<file path="src/rtl/multi_debounce_pkg.sv">
// Shared constants and width helpers for the multi-channel debouncer.
// The default parameter values are kept here so the top level and the per-channel block use the same defaults.
package multi_debounce_pkg;

  localparam int DEF_CHANNELS        = 4;
  localparam int DEF_SYNC_STAGES     = 2;
  localparam int DEF_DEBOUNCE_CYCLES = 16;

  function automatic int clog2(input int value);
    int r;
    int v;
    r = 0;
    v = value - 1;
    while (v > 0) begin
      r++;
      v = v >> 1;
    end
    return r;
  endfunction

  // The stability counter always needs at least one bit, even when DEBOUNCE_CYCLES is 1.
  function automatic int cnt_width(input int cycles);
    return (clog2(cycles) < 1) ? 1 : clog2(cycles);
  endfunction

endpackage

</file>
<file path="src/rtl/multi_debounce_channel.sv">
// Single-bit debouncer: a synchroniser chain, a stability counter, and registered level/edge outputs.
module debounce_channel
  import multi_debounce_pkg::*;
#(
  parameter int   SYNC_STAGES     = DEF_SYNC_STAGES,
  parameter int   DEBOUNCE_CYCLES = DEF_DEBOUNCE_CYCLES,
  parameter logic RESET_VAL_BIT   = 1'b0
) (
  input  logic clk,
  input  logic rst_n,
  input  logic din,
  output logic dout,
  output logic rise,
  output logic fall,
  output logic change_nxt
);

  localparam int               CNT_W    = cnt_width(DEBOUNCE_CYCLES);
  localparam logic [CNT_W-1:0] CNT_LAST = CNT_W'(DEBOUNCE_CYCLES - 1);

  logic [SYNC_STAGES-1:0] sync_p0;
  logic                   s;
  logic [CNT_W-1:0]       cnt_q;
  logic [CNT_W-1:0]       cnt_d;
  logic                   out_d;
  logic                   rise_d;
  logic                   fall_d;

  assign s = sync_p0[SYNC_STAGES-1];

  // stage p0: synchroniser chain, din enters at bit 0
  always_ff @(posedge clk or negedge rst_n) begin
    if (!rst_n) begin
      sync_p0 <= {SYNC_STAGES{RESET_VAL_BIT}};
    end else begin
      sync_p0 <= {sync_p0[SYNC_STAGES-2:0], din};
    end
  end

  // The counter only advances while s disagrees with out.
  // Any agreement clears it, so partial counts are never carried over.
  always_comb begin
    cnt_d  = '0;
    out_d  = dout;
    rise_d = 1'b0;
    fall_d = 1'b0;
    if (s != dout) begin
      if (cnt_q == CNT_LAST) begin
        out_d  = s;
        rise_d = s;
        fall_d = ~s;
      end else begin
        cnt_d = cnt_q + 1'b1;
      end
    end
  end

  assign change_nxt = rise_d | fall_d;

  // stage p1: debounced level, counter and edge pulses
  always_ff @(posedge clk or negedge rst_n) begin
    if (!rst_n) begin
      cnt_q <= '0;
      dout  <= RESET_VAL_BIT;
      rise  <= 1'b0;
      fall  <= 1'b0;
    end else begin
      cnt_q <= cnt_d;
      dout  <= out_d;
      rise  <= rise_d;
      fall  <= fall_d;
    end
  end

endmodule

</file>
<file path="src/rtl/multi_debounce.sv">
// Multi-channel debouncer: independent per-channel filters plus a shared change flag.
module multi_debounce
  import multi_debounce_pkg::*;
#(
  parameter int                  CHANNELS        = DEF_CHANNELS,
  parameter int                  SYNC_STAGES     = DEF_SYNC_STAGES,
  parameter int                  DEBOUNCE_CYCLES = DEF_DEBOUNCE_CYCLES,
  parameter logic [CHANNELS-1:0] RESET_VAL       = '0
) (
  input  logic                clk,
  input  logic                rst_n,
  input  logic [CHANNELS-1:0] in,
  output logic [CHANNELS-1:0] out,
  output logic [CHANNELS-1:0] rise,
  output logic [CHANNELS-1:0] fall,
  output logic                any_change
);

  logic [CHANNELS-1:0] chg;

  for (genvar i = 0; i < CHANNELS; i++) begin : g_ch
    debounce_channel #(
      .SYNC_STAGES    (SYNC_STAGES),
      .DEBOUNCE_CYCLES(DEBOUNCE_CYCLES),
      .RESET_VAL_BIT  (RESET_VAL[i])
    ) u_ch (
      .clk       (clk),
      .rst_n     (rst_n),
      .din       (in[i]),
      .dout      (out[i]),
      .rise      (rise[i]),
      .fall      (fall[i]),
      .change_nxt(chg[i])
    );
  end

  // stage p1: registered from the channels' next-cycle pulses so it aligns with rise/fall
  always_ff @(posedge clk or negedge rst_n) begin
    if (!rst_n) begin
      any_change <= 1'b0;
    end else begin
      any_change <= |chg;
    end
  end

endmodule

</file>
<file path="config.mk">
export PLATFORM = sky130hd
export DESIGN_NAME = multi_debounce
export DESIGN_NICKNAME = d
export VERILOG_FILES = /design/src/rtl/multi_debounce_pkg.sv /design/src/rtl/multi_debounce_channel.sv /design/src/rtl/multi_debounce.sv
export SDC_FILE = /design/constraint.sdc
export NUM_CORES = 1
export LEC_CHECK = 0
export CAP_MARGIN = 10
export CELL_PAD_IN_SITES_DETAIL_PLACEMENT = 1
export CELL_PAD_IN_SITES_GLOBAL_PLACEMENT = 1
export CORE_MARGIN = 1.5
export CORE_UTILIZATION = 43
export DETAILED_ROUTE_END_ITERATION = 6
export PLACE_DENSITY = 0.87
export SETUP_SLACK_MARGIN = 0.3
export SYNTH_ARGS = -nofsm -noshare
export SYNTH_HDL_FRONTEND = slang
export SYNTH_SLANG_ARGS = --single-unit
</file>
<file path="constraint.sdc">
create_clock -name clk -period 1.8 [get_ports clk]
set_clock_uncertainty 0.1 [all_clocks]
set_input_delay 0.36 -clock clk [delete_from_list [all_inputs] [get_ports clk]]
set_output_delay 0.36 -clock clk [all_outputs]
set_load 0.05 [all_outputs]
</file>
Word-level counts from Yosys, hierarchy flattened
Cells that the tools add are included.
{"block": "op_classes", "n_mux": 24, "n_addsub": 4, "n_bitwise": 8, "n_eq_ne": 8, "reduce_logical": 5}
{"cell": "$mux W4", "count": 8}
{"cell": "$add A4 B1 Y4 const B", "count": 4}
{"cell": "$eq A4 B4 Y1 const B", "count": 4}
{"cell": "$mux W1", "count": 16}
{"cell": "$reduce_and A2 Y1", "count": 4}
{"cell": "$ne A1 B1 Y1", "count": 4}
{"cell": "$not A1 Y1", "count": 4}
{"cell": "$or A1 B1 Y1", "count": 4}
{"cell": "$reduce_or A4 Y1", "count": 1}
{"block": "word_totals", "output_inout_bits": 13, "register_bits": 37}

Depth between registers and ports, before layout
Gate-level depths: netlist of run 1.
{"block": "logic_depth", "word_depth": 5, "ltp_mapped": 4, "mapped_depth_nobuf": 4}

By module
Synthesis of run 1 repeated with hierarchy kept, for this count alone.
{"block": "hier_totals", "hier_cells": 102, "area_unflattened_um2": 1428.9}
{"mod": "debounce_channel", "seq_area_each_um2": 225.2, "area_per_inst_um2": 349.1, "cells_each": 25, "n_inst": 4}
{"mod": "multi_debounce", "seq_area_each_um2": 25.0, "area_per_inst_um2": 32.5, "cells_each": 2, "n_inst": 1}

Worst setup path before layout of run 1
OpenSTA, ideal clock, no wires.
{"block": "synth_path", "kind": "register to register", "startpoint": "register g_ch[2].u_ch.cnt_q[0]", "endpoint": "register g_ch[2].u_ch.dout", "n_path_buf": 0, "arrival_time_ps": 1100, "path_slack_ps": 475, "stages_incl_launch_ff": 4, "setup_time_ps": 125, "path_cell_list": "dfrtp_1 > ha_1 > nand3_1 > mux2_2"}
{"block": "synth_between", "elab_chain_len": 2}
{"element": "start, declared", "line_no": "multi_debounce_channel.sv:23", "rtl": "logic [CNT_W-1:0] cnt_q;"}
{"element": "start signal, assigned", "line_no": "multi_debounce_channel.sv:68", "rtl": "cnt_q <= cnt_d;"}
{"element": "$eq A4 B4 Y1", "line_no": "multi_debounce_channel.sv:48", "rtl": "if (cnt_q == CNT_LAST) begin"}
{"element": "$reduce_and A2 Y1 (no line)"}
{"element": "end signal, assigned", "line_no": "multi_debounce_channel.sv:69", "rtl": "dout <= out_d;"}
{"element": "end, declared", "line_no": "multi_debounce_channel.sv:12", "rtl": "output logic dout,"}
No other way between the ends.
A chain may end at the register's enable or synchronous reset.

Worst setup path after layout of run 1
{"block": "layout_path", "startpoint": "register g_ch[1].u_ch.dout", "endpoint": "output out[1]"}
{"element": "start, declared", "line_no": "multi_debounce_channel.sv:12"}
{"element": "start signal, assigned", "line_no": "multi_debounce_channel.sv:69"}
{"element": "end, declared", "line_no": "multi_debounce.sv:13", "rtl": "output logic [CHANNELS-1:0] out,"}
No word-level cell between the ends.

==> flow_summary_export.csv, run 1 <==
group,metric,value,unit
clocking,clk_pin_slew_worst_paths,110,ps
floorplanning,core.rowCount,21,
min_path,hold_class,"flip-flop to flip-flop",
yosys,ranking_of_synthesized_cells_by_area,"sky130_fd_sc_hd__dfrtp_1 63%, sky130_fd_sc_hd__buf_4 6.1%, sky130_fd_sc_hd__nor3b_1 6.1%, sky130_fd_sc_hd__xnor2_1 4.2%, sky130_fd_sc_hd__ha_1 3.4%",
run,cap_viol_max_count,0,
yosys,post_synth_instance_area,1470,um2
timing,setup_tns,0,ps
place,dp_hpwl,1790,um
timing,post-route-period-util,80.6,%
clocking,clock_sinks,37,
global_routing,gr-total-overflow,0,
worst_setup_path,worstSetupPathType,"flip-flop to output pin",
timing,total_of_endpoints_with_negative_setup_slack_in_the_final_report,0,
yosys,netlist-cell-type-count,18,
cells_and_area,fillCellCount,356,
drt,vias_per_cell,4.99,
timing,worst_slew_margin_rel,69.1,%
yosys,synth_sequential_area_ratio,62.9,%
cells_and_area,areaGrowthSynthToFinish,21.9,%
worst_setup_path,worst-endpoint-required,1340,ps
worst_setup_path,worst_path_largest_cell_delay,470,ps
worst_setup_path,regToRegEndpoint,"g_ch[3].u_ch.dout$_DFFE_PN0P_",
drt,antenna_left,0,
floorplanning,io_pins,19,
cells_and_area,finalInstanceArea,1800,um2
yosys,area_share_of_the_largest_cell_type_after_synthesis,62.9,%
global_routing,grt.total_usage,16.4,%
yosys,synth_area_per_cell,13.1,um2
status,run_status,"completed",
yosys,postSynthNetCount,122,
clocking,cts.htree.levels,2,
floorplanning,chipWidth,61.5,um
global_routing,vias_in_the_first_global_route,944,
place,placement.cell_area,1630,um2
global_routing,grt_max_degree,38,
worst_setup_path,ff2ff_path_depth,3,
yosys,yosys_register_bits,37,
min_path,min_delay_path_depth,0,
drt,drcViolationCount,0,
global_routing,wire_length_of_the_first_global_routing_pass,4360,um
drt,routed_wire_length_per_instance,15.0,um
global_routing,number_of_antenna_violations_at_the_first_check_in_global_routing,0,
clocking,max_clock_buf_depth,2,
timing,final_max_slew_viols,0,
power,power.density,944,nW/um2
clocking,clock_latency,340,ps
timing,grt_setup_unrepaired,"no",
worst_setup_path,data_arrival_critical_path,990,ps
drt,drt_iter0_drc,36,
cells_and_area,antenna-diode-count,0,
timing,timing_worst_slew_pin_value,463,ps
floorplanning,die_height,61.5,um
floorplanning,dieArea,3780,um2
power,p_leak,0.812,nW
floorplanning,placeableCoreArea,3310,um2
cells_and_area,post_route_cells_drive_above_1_share,29.5,%
cells_and_area,num-nets-final,141,
worst_setup_path,cp_max_fo,5,
min_path,timing.hold.worst_endpoint,"g_ch[0].u_ch.sync_p0[1]$_DFF_PN0_",
place,portBuffers,18,
yosys,top_cell_type_by_total_area_after_synthesis,"sky130_fd_sc_hd__dfrtp_1",
worst_setup_path,reg2reg_slack,360,ps
worst_setup_path,worstPathCellList,"buf_12",
yosys,yosysWarnings,0,
yosys,post_synth_inst_count,112,
worst_setup_path,timing.critical_path.slowest_stage_cell,"sky130_fd_sc_hd__dfrtp_1",
clocking,tritoncts,"yes",
place,place.gp.congestion,0.693,
worst_setup_path,worst_path_dominant_cell_family,"flip-flops",
min_path,hold_start,"g_ch[0].u_ch.sync_p0[0]$_DFF_PN0_",
worst_setup_path,worst_setup_start_kind,"flip-flop",
power,max_ir_drop_vdd,415,uV
timing,timing.fmax,689,MHz
timing,final_period_minus_worst_setup_slack,1450,ps
drt,num_vias,888,
clocking,cts_root_buf,"sky130_fd_sc_hd__clkbuf_4",
worst_setup_path,timing.rr.start,"g_ch[3].u_ch.cnt_q[0]$_DFF_PN0_",
worst_setup_path,setup.worst_path.end_class,"output pin",
drt,drt_pass1_iterations,4,
clocking,cts_buffers,5,
floorplanning,initial_core_utilization,44.5,%
drt,wirelength,2680,um
timing,hold_viol,0,
worst_setup_path,cp_num_buf_inv,1,
-- sequential cells by signal, indices dropped and copies added, names as in the netlist --
signal,cells
any_change,1
g_ch.u_ch.cnt_q,16
g_ch.u_ch.dout,4
g_ch.u_ch.fall,4
g_ch.u_ch.rise,4
g_ch.u_ch.sync_p0,8
-- power breakdown --
group | internal [mW] | leakage (nW) | switching [mW]
Combinational | 0.0463 | 0.272 | 0.0462
Clock | 0.430 | 0.0552 | 0.278
Sequential | 0.862 | 0.485 | 0.0326
-- Yosys cell counts --
library cell and number:
sky130_fd_sc_hd__nor2b_1 1, sky130_fd_sc_hd__inv_1 4, sky130_fd_sc_hd__mux2_2 4, sky130_fd_sc_hd__xnor2_1 7
sky130_fd_sc_hd__buf_4 12, sky130_fd_sc_hd__and2b_2 1, sky130_fd_sc_hd__or2_1 1, sky130_fd_sc_hd__nand3_1 4
sky130_fd_sc_hd__o21ai_0 4, sky130_fd_sc_hd__o22ai_1 2, sky130_fd_sc_hd__nor3b_1 12, sky130_fd_sc_hd__dfrtp_1 37
sky130_fd_sc_hd__nand4b_1 4, sky130_fd_sc_hd__nor2_1 4, sky130_fd_sc_hd__a21oi_1 8, sky130_fd_sc_hd__xnor2_2 1
sky130_fd_sc_hd__and2b_1 2, sky130_fd_sc_hd__ha_1 4
-- kinds of logic (layout without fill, tap and decap cells) --
logic type / count (synthesis) / count (layout) / share of synthesized area (%)
AOI/OAI and AO/OA: 14 / 14 / 4.93
xor gates and xnor gates: 8 / 8 / 5.27
adders and majority gates: 4 / 4 / 3.40
buffers and inverters: 16 / 36 / 7.14
DFF: 37 / 37 / 62.9
muxes: 4 / 4 / 3.06
and+or+nand+nor: 29 / 29 / 13.3
-- through the flow --
step	hold slack [ps]	power [mW]	std cells	utilization, %	setup WS [ps]
after CTS	268	1.71	176	52.6	306
after global placement	235	0.986	167	49.2	405
after detailed placement	237	0.999	167	49.2	332
final	263	1.70	178	54.2	349
after global routing	269	1.76	178	54.2	304
after floorplan	-35.6	0.947	112	-	475
-- worst max-delay path by stage --
stage	start	end	slack (ps)	depth (start not counted)
final	g_ch[1].u_ch.dout$_DFFE_PN0P_	out[1]	350	1
after global routing	g_ch[1].u_ch.dout$_DFFE_PN0P_	out[1]	300	1
after CTS	g_ch[2].u_ch.cnt_q[0]$_DFF_PN0_	g_ch[2].u_ch.dout$_DFFE_PN0P_	310	3
after detailed placement	g_ch[2].u_ch.cnt_q[0]$_DFF_PN0_	g_ch[2].u_ch.dout$_DFFE_PN0P_	330	3
after global placement	g_ch[2].u_ch.dout$_DFFE_PN0P_	any_change$_DFF_PN0_	400	3
after floorplan	g_ch[2].u_ch.cnt_q[0]$_DFF_PN0_	g_ch[2].u_ch.dout$_DFFE_PN0P_	470	3
-- per-layer routing --
layer | vias up | part of all wire (%) | track usage [%] | wire length [um]
met1 | 449 | 43 | 19.7 | 1150
met3 | 5 | 3.9 | 5.67 | 105
met2 | 21 | 52 | 27.1 | 1380
met5 | - | 0 | 0 | 0
li1 | 413 | - | - | -
met4 | 0 | 1.6 | 6.38 | 44
-- layout make-up --
type,instances,area (um2),area share [%]
clock buffers,5,37.5,2.09
clock inverters,3,65.1,3.62
inverters,4,15.0,0.836
multi-input cells,59,464,25.9
flip-flops and latches,37,928,51.7
well taps,46,57.6,3.21
repair buffers,24,228,12.7
-- worst reg2reg max path: stages (launching register included) --
cell and delay [ps]:
sky130_fd_sc_hd__dfrtp_1 430, sky130_fd_sc_hd__ha_1 260, sky130_fd_sc_hd__nand3_1 190, sky130_fd_sc_hd__mux2_2 360
-- repair_timing --
item / 4_1_cts / 5_1_grt
buffers inserted: 0 / 2
gates resized for setup: 0 / 6
endpoints found under the hold margin: 37 / 0
setup endpoints to repair: 0 / 7
hold buffers: 1 / 0
-- layout by cell type (no fill, tap or decap) --
| cell type | n |
|---|---|
| sky130_fd_sc_hd__bufinv_16 | 2 |
| sky130_fd_sc_hd__nand3_1 | 1 |
| sky130_fd_sc_hd__nor2_1 | 4 |
| sky130_fd_sc_hd__dfrtp_1 | 35 |
| sky130_fd_sc_hd__clkinv_2 | 1 |
| sky130_fd_sc_hd__dfrtp_2 | 2 |
| sky130_fd_sc_hd__o21ai_0 | 4 |
| sky130_fd_sc_hd__buf_12 | 3 |
| sky130_fd_sc_hd__clkbuf_4 | 5 |
| sky130_fd_sc_hd__dlygate4sd3_1 | 1 |
| sky130_fd_sc_hd__mux2_2 | 4 |
| sky130_fd_sc_hd__ha_1 | 4 |
| sky130_fd_sc_hd__nand3_2 | 3 |
| sky130_fd_sc_hd__and2b_1 | 2 |
| sky130_fd_sc_hd__o22ai_1 | 2 |
| sky130_fd_sc_hd__xnor2_2 | 2 |
| sky130_fd_sc_hd__xnor2_1 | 6 |
| sky130_fd_sc_hd__and2b_2 | 1 |
| sky130_fd_sc_hd__clkdlybuf4s50_1 | 4 |
| sky130_fd_sc_hd__nor3b_1 | 12 |
| sky130_fd_sc_hd__nor2b_1 | 1 |
| sky130_fd_sc_hd__or2_1 | 1 |
| sky130_fd_sc_hd__a21oi_1 | 8 |
| sky130_fd_sc_hd__nand4b_1 | 4 |
| sky130_fd_sc_hd__inv_1 | 4 |
| sky130_fd_sc_hd__buf_2 | 1 |
| sky130_fd_sc_hd__buf_4 | 15 |
No activity file was read; power rests on OpenSTA's default activity.
==> run 2: changes to the inputs <==
CORE_UTILIZATION = 39   (was 43)
PLACE_DENSITY = 0.84   (was 0.87)
clock period = 1.31 ns   (was 1.8 ns; I/O delays follow)
==> flow_summary_export.csv, run 2 (synthesis gave the netlist of run 1 again) <==
group,metric,value,unit
clocking,clock_latency,300,ps
global_routing,grt.total_usage,23.9,%
timing,final_max_slew_viols,0,
worst_setup_path,cp_max_fo,2,
drt,antenna_left,0,
cells_and_area,areaGrowthSynthToFinish,84.5,%
global_routing,gr-total-overflow,0,
cells_and_area,top_register,"g_ch.u_ch.cnt_q",
timing,hold_viol,0,
power,switching_share,25.0,%
drt,route.top_layer_used,"met4",
cells_and_area,post_route_cells_drive_above_1_share,68.0,%
status,violated_checks,"negative setup slack",
power,max_ir_drop_vdd,877,uV
power,fin_total_pwr,2.58,mW
worst_setup_path,worstSetupPathType,"flip-flop to output pin",
worst_setup_path,setup.worst_path.end_class,"output pin",
floorplanning,placeableCoreArea,3630,um2
floorplanning,dieArea,4150,um2
power,p_leak,1.15,nW
drt,wl_met2,2950,um
clocking,postCtsHoldBufs,0,
drt,routed_wire_length_per_instance,23.1,um
worst_setup_path,timing.critical_path.slowest_stage_cell,"sky130_fd_sc_hd__dfrtp_1",
drt,drt_pass1_iterations,4,
cells_and_area,largest_register_ffs,16,
timing,grt_setup_unrepaired,"yes",
power,combPwrFrac,13.5,%
power,power.density,949,nW/um2
power,power_switching,0.644,mW
timing,timing.fmax,738,MHz
drt,num_vias,1095,
power,p_clk_share,38.0,%
status,run_status,"finished, violations left",
clocking,clock_sinks,37,
cells_and_area,final_cell_count_no_fill,217,
timing,worst_slew_margin_rel,78.4,%
cells_and_area,leading_cell_type_in_the_layout_fill_and_taps_excluded,"sky130_fd_sc_hd__dfrtp_1",
timing,whs,236,ps
floorplanning,die_height,64.5,um
drt,wl_met3,157,um
floorplanning,initial_core_utilization,40.5,%
worst_setup_path,worst_path_largest_cell_delay,420,ps
worst_setup_path,reg2reg_slack,-20,ps
cells_and_area,num-nets-final,179,
cells_and_area,largestRegisters,"g_ch.u_ch.cnt_q (16), g_ch.u_ch.sync_p0 (8)",
drt,detail_route.wirelength.met1,1800,um
worst_setup_path,cp_num_buf_inv,2,
global_routing,grt_max_degree,38,
floorplanning,io_pins,19,
place,numPlacedInstances,175,
drt,drt_iter0_drc,42,
cells_and_area,most-common-layout-cells,"35 x sky130_fd_sc_hd__dfrtp_1, 31 x sky130_fd_sc_hd__buf_6, 14 x sky130_fd_sc_hd__buf_12",
timing,total_of_endpoints_with_negative_setup_slack_in_the_final_report,5,
drt,wirelength,5020,um
clocking,tritoncts,"yes",
place,dp_hpwl,2340,um
drt,drcViolationCount,0,
global_routing,vias_in_the_first_global_route,1232,
timing,timing_worst_slew_pin_value,324,ps
worst_setup_path,worst_path_dominant_cell_family,"flip-flops",
clocking,cts_root_buf,"sky130_fd_sc_hd__clkbuf_8",
worst_setup_path,worstPathCellList,"buf_6, buf_12",
timing,final_critical_path_setup_slack,-44.9,ps
place,portBuffers,18,
place,place.gp.congestion,0.672,
clocking,cts_buffers,5,
floorplanning,core.rowCount,22,
power,intPower,1.93,mW
floorplanning,chipWidth,64.5,um
clocking,clk_pin_slew_worst_paths,80,ps
worst_setup_path,worst-endpoint-required,950,ps
power,sequentialPowerShare,48.5,%
worst_setup_path,data_arrival_critical_path,990,ps
timing,setup_tns,-178,ps
clocking,max_clock_buf_depth,2,
worst_setup_path,worst_setup_start_kind,"flip-flop",
timing,post-route-period-util,103,%
timing,final_period_minus_worst_setup_slack,1350,ps
clocking,cts.htree.levels,2,
drt,vias_per_cell,5.05,
run,cap_viol_max_count,0,
cells_and_area,antenna-diode-count,0,
global_routing,number_of_antenna_violations_at_the_first_check_in_global_routing,0,
cells_and_area,finalCoreUtilization,74.8,%
global_routing,wire_length_of_the_first_global_routing_pass,7000,um
min_path,hold_class,"input port to async pin",
==> run 2: timing repair <==
item / 4_1_cts / 5_1_grt
cloned: 0 / 0
pin swaps: 18 / 13
setup buffers: 27 / 8
resized for setup: 49 / 25
endpoints found under the setup margin: 42 / 42
==> run 2: final timing paths <==
check / cells after the start / endpoint / startpoint
max: 2 / out[3] / g_ch[3].u_ch.dout$_DFFE_PN0P_
min: 2 / g_ch[0].u_ch.dout$_DFFE_PN0P_ / rst_n
max reg2reg: 4 / any_change$_DFF_PN0_ / g_ch[2].u_ch.cnt_q[1]$_DFF_PN0_
min reg2reg: 0 / g_ch[3].u_ch.sync_p0[1]$_DFF_PN0_ / g_ch[3].u_ch.sync_p0[0]$_DFF_PN0_
max in group asynchronous: 2 / g_ch[0].u_ch.sync_p0[1]$_DFF_PN0_ / rst_n
min in group clk: 0 / g_ch[3].u_ch.sync_p0[1]$_DFF_PN0_ / g_ch[3].u_ch.sync_p0[0]$_DFF_PN0_
==> run 2: worst reg2reg max path, cell delays in order, from the launching register on <==
cell and delay, ps:
sky130_fd_sc_hd__dfrtp_1 440, sky130_fd_sc_hd__ha_4 210, sky130_fd_sc_hd__nand3_4 120, sky130_fd_sc_hd__o22ai_2 90, sky130_fd_sc_hd__or2_1 250
==> run 2: power by group through the flow <==
stage | registers (mW) | logic (mW) | clock network, mW
floorplan | 1.25 | 0.0832 | 0
global placement | 1.26 | 0.148 | 0
detailed placement | 1.26 | 0.164 | 0
CTS | 1.24 | 0.270 | 0.983
global route | 1.25 | 0.370 | 1.04
finish | 1.25 | 0.349 | 0.979
==> run 2: area by class of cell <==
cell class	instances	area [um2]
Clock buffer	5	68.8
Clock inverter	2	35.0
Fill cell	297	917
Inverter	4	15.0
Multi-Input combinational cell	59	840
Sequential cell	37	928
Tap cell	48	60.1
Timing Repair Buffer	62	769
==> run 2: through the flow <==
stage          setup WS [ps]  area, um2
6_report               -44.9       2720
5_1_grt                -80.1       2720
4_1_cts                -37.6       2540
3_5_place_dp            52.3       1990
3_3_place_gp            92.7       1990
2_1_floorplan            110       1630
==> run 2: routing by layer <==
layer / vias to the layer above / GRT usage [%]
met2: 24 / 47.0
met5: - / 0
met1: 580 / 24.8
met3: 8 / 6.25
met4: 0 / 6.12
li1: 483 / -
==> run 3: changes to the inputs <==
SKIP_LAST_GASP = 1   (was unset)
==> flow_summary_export.csv, run 3 (synthesis gave the netlist of run 1 again) <==
group,metric,value,unit
worst_setup_path,worst_setup_path_startpoint,"g_ch[2].u_ch.dout$_DFFE_PN0P_",
power,p_leak,1.10,nW
clocking,clock_latency,300,ps
worst_setup_path,regToRegEndpoint,"any_change$_DFF_PN0_",
place,dp_hpwl,2340,um
place,placement.cell_area,1990,um2
place,place.gp.congestion,0.672,
cells_and_area,largestRegisters,"g_ch.u_ch.cnt_q (16), g_ch.u_ch.sync_p0 (8)",
place,numPlacedInstances,175,
cells_and_area,largest_register_ffs,16,
clocking,cts_buffers,5,
cells_and_area,post_route_cells_drive_above_1_share,67.3,%
floorplanning,initial_core_utilization,40.5,%
timing,total_of_endpoints_with_negative_setup_slack_in_the_final_report,5,
drt,vias_per_cell,5.09,
timing,grt_setup_unrepaired,"yes",
timing,timing_worst_slew_pin_value,367,ps
global_routing,gr-total-overflow,0,
drt,wirelength,5500,um
worst_setup_path,cp_max_fo,2,
drt,drcViolationCount,0,
worst_setup_path,worst-endpoint-required,950,ps
drt,num_vias,1085,
global_routing,vias_in_the_first_global_route,1276,
cells_and_area,final_cell_count_no_fill,213,
clocking,cts.htree.levels,2,
clocking,postCtsHoldBufs,0,
timing,final_period_minus_worst_setup_slack,1380,ps
status,violated_checks,"negative setup slack",
clocking,cts_root_buf,"sky130_fd_sc_hd__clkbuf_8",
floorplanning,die_height,64.5,um
floorplanning,placeableCoreArea,3630,um2
drt,antenna_left,0,
clocking,max_clock_buf_depth,2,
run,cap_viol_max_count,0,
floorplanning,core.rowCount,22,
cells_and_area,fillCellCount,319,
cells_and_area,finalInstanceArea,2660,um2
clocking,clk_pin_slew_worst_paths,70,ps
clocking,tritoncts,"yes",
floorplanning,dieArea,4150,um2
floorplanning,io_pins,19,
cells_and_area,total_area_of_multi_input_combinational_cells,835,um2
worst_setup_path,ff2ff_path_depth,4,
timing,timing.fmax,726,MHz
worst_setup_path,worst_setup_start_kind,"flip-flop",
power,power.density,965,nW/um2
worst_setup_path,worstSetupPathType,"flip-flop to output pin",
timing,hold_viol,0,
timing,whs,256,ps
cells_and_area,num-nets-final,175,
status,run_status,"finished, violations left",
global_routing,wire_length_of_the_first_global_routing_pass,7560,um
worst_setup_path,timing.rr.start,"g_ch[2].u_ch.cnt_q[1]$_DFF_PN0_",
worst_setup_path,reg2reg_slack,-30,ps
cells_and_area,leading_cell_type_in_the_layout_fill_and_taps_excluded,"sky130_fd_sc_hd__dfrtp_1",
cells_and_area,top_register,"g_ch.u_ch.cnt_q",
clocking,clock_sinks,37,
floorplanning,chipWidth,64.5,um
timing,worst_slew_margin_rel,75.6,%
global_routing,grt.total_usage,26.6,%
cells_and_area,finalCoreUtilization,73.1,%
cells_and_area,most-common-layout-cells,"34 x sky130_fd_sc_hd__dfrtp_1, 24 x sky130_fd_sc_hd__buf_6, 15 x sky130_fd_sc_hd__buf_4",
drt,drt_pass1_iterations,2,
cells_and_area,antenna-diode-count,0,
timing,post-route-period-util,105,%
min_path,hold_class,"input port to async pin",
place,portBuffers,18,
worst_setup_path,setup.worst_path.end_class,"output pin",
timing,final_critical_path_setup_slack,-66.6,ps
worst_setup_path,setup.worst_path.end,"out[2]",
drt,routed_wire_length_per_instance,25.8,um
global_routing,grt_max_degree,38,
cells_and_area,area.sequential,930,um2
global_routing,number_of_antenna_violations_at_the_first_check_in_global_routing,0,
timing,final_max_slew_viols,0,
cells_and_area,areaGrowthSynthToFinish,80.4,%
worst_setup_path,data_arrival_critical_path,1010,ps
drt,drt_iter0_drc,38,
power,max_ir_drop_vdd,677,uV
run 3: worst min-delay path by stage:
| stage | depth (start not counted) | to |
|---|---|---|
| final | 2 | g_ch[0].u_ch.cnt_q[2]$_DFF_PN0_ |
| after CTS | 2 | g_ch[3].u_ch.rise$_DFF_PN0_ |
| after floorplan | 0 | any_change$_DFF_PN0_ |
| after global routing | 0 | g_ch[3].u_ch.sync_p0[1]$_DFF_PN0_ |
| after detailed placement | 0 | g_ch[0].u_ch.sync_p0[1]$_DFF_PN0_ |
| after global placement | 0 | g_ch[3].u_ch.sync_p0[1]$_DFF_PN0_ |
run 3: layout make-up:
type | count | share of cell area [%]
clock buffers | 5 | 2.59
clock inverters | 2 | 1.32
inverters | 4 | 0.565
multi-input cells | 59 | 31.4
flip-flops and latches | 37 | 35.0
well taps | 48 | 2.26
repair buffers | 58 | 26.8
run 3: report_power, final:
part           leakage (nW)  switching (mW)  total (mW)  internal [mW]
combinational         0.564           0.149       0.326          0.177
clock                0.0540           0.430       0.984          0.553
sequential            0.485          0.0698        1.25           1.18
run 3: through the flow:
stage	total power [mW]	TNS (ps)	worst slack, ps
after floorplan	1.34	0	110
after global placement	1.40	0	92.7
after detailed placement	1.43	0	52.3
after CTS	2.49	-113	-37.6
after global routing	2.65	-362	-78.8
final	2.56	-187	-66.6
run 3: repair_timing:
action,CTS,global route
setup endpoints to repair,42,42
gates resized for setup,43,23
pin swaps,17,12
buffers inserted,27,4
run 3: routing by layer:
| layer | vias to the layer above | global-route usage (%) | share of wire, % |
|---|---|---|---|
| met5 | - | 0 | 0 |
| met4 | 0 | 8.24 | 2.7 |
| met3 | 12 | 7.81 | 2.8 |
| met2 | 22 | 51.6 | 59 |
| met1 | 572 | 27.1 | 36 |
| li1 | 479 | - | - |
run 3: worst max-delay path: stages, from the launching register on:
cell and delay, ps:
sky130_fd_sc_hd__dfrtp_1 430, sky130_fd_sc_hd__buf_6 150, sky130_fd_sc_hd__buf_12 140
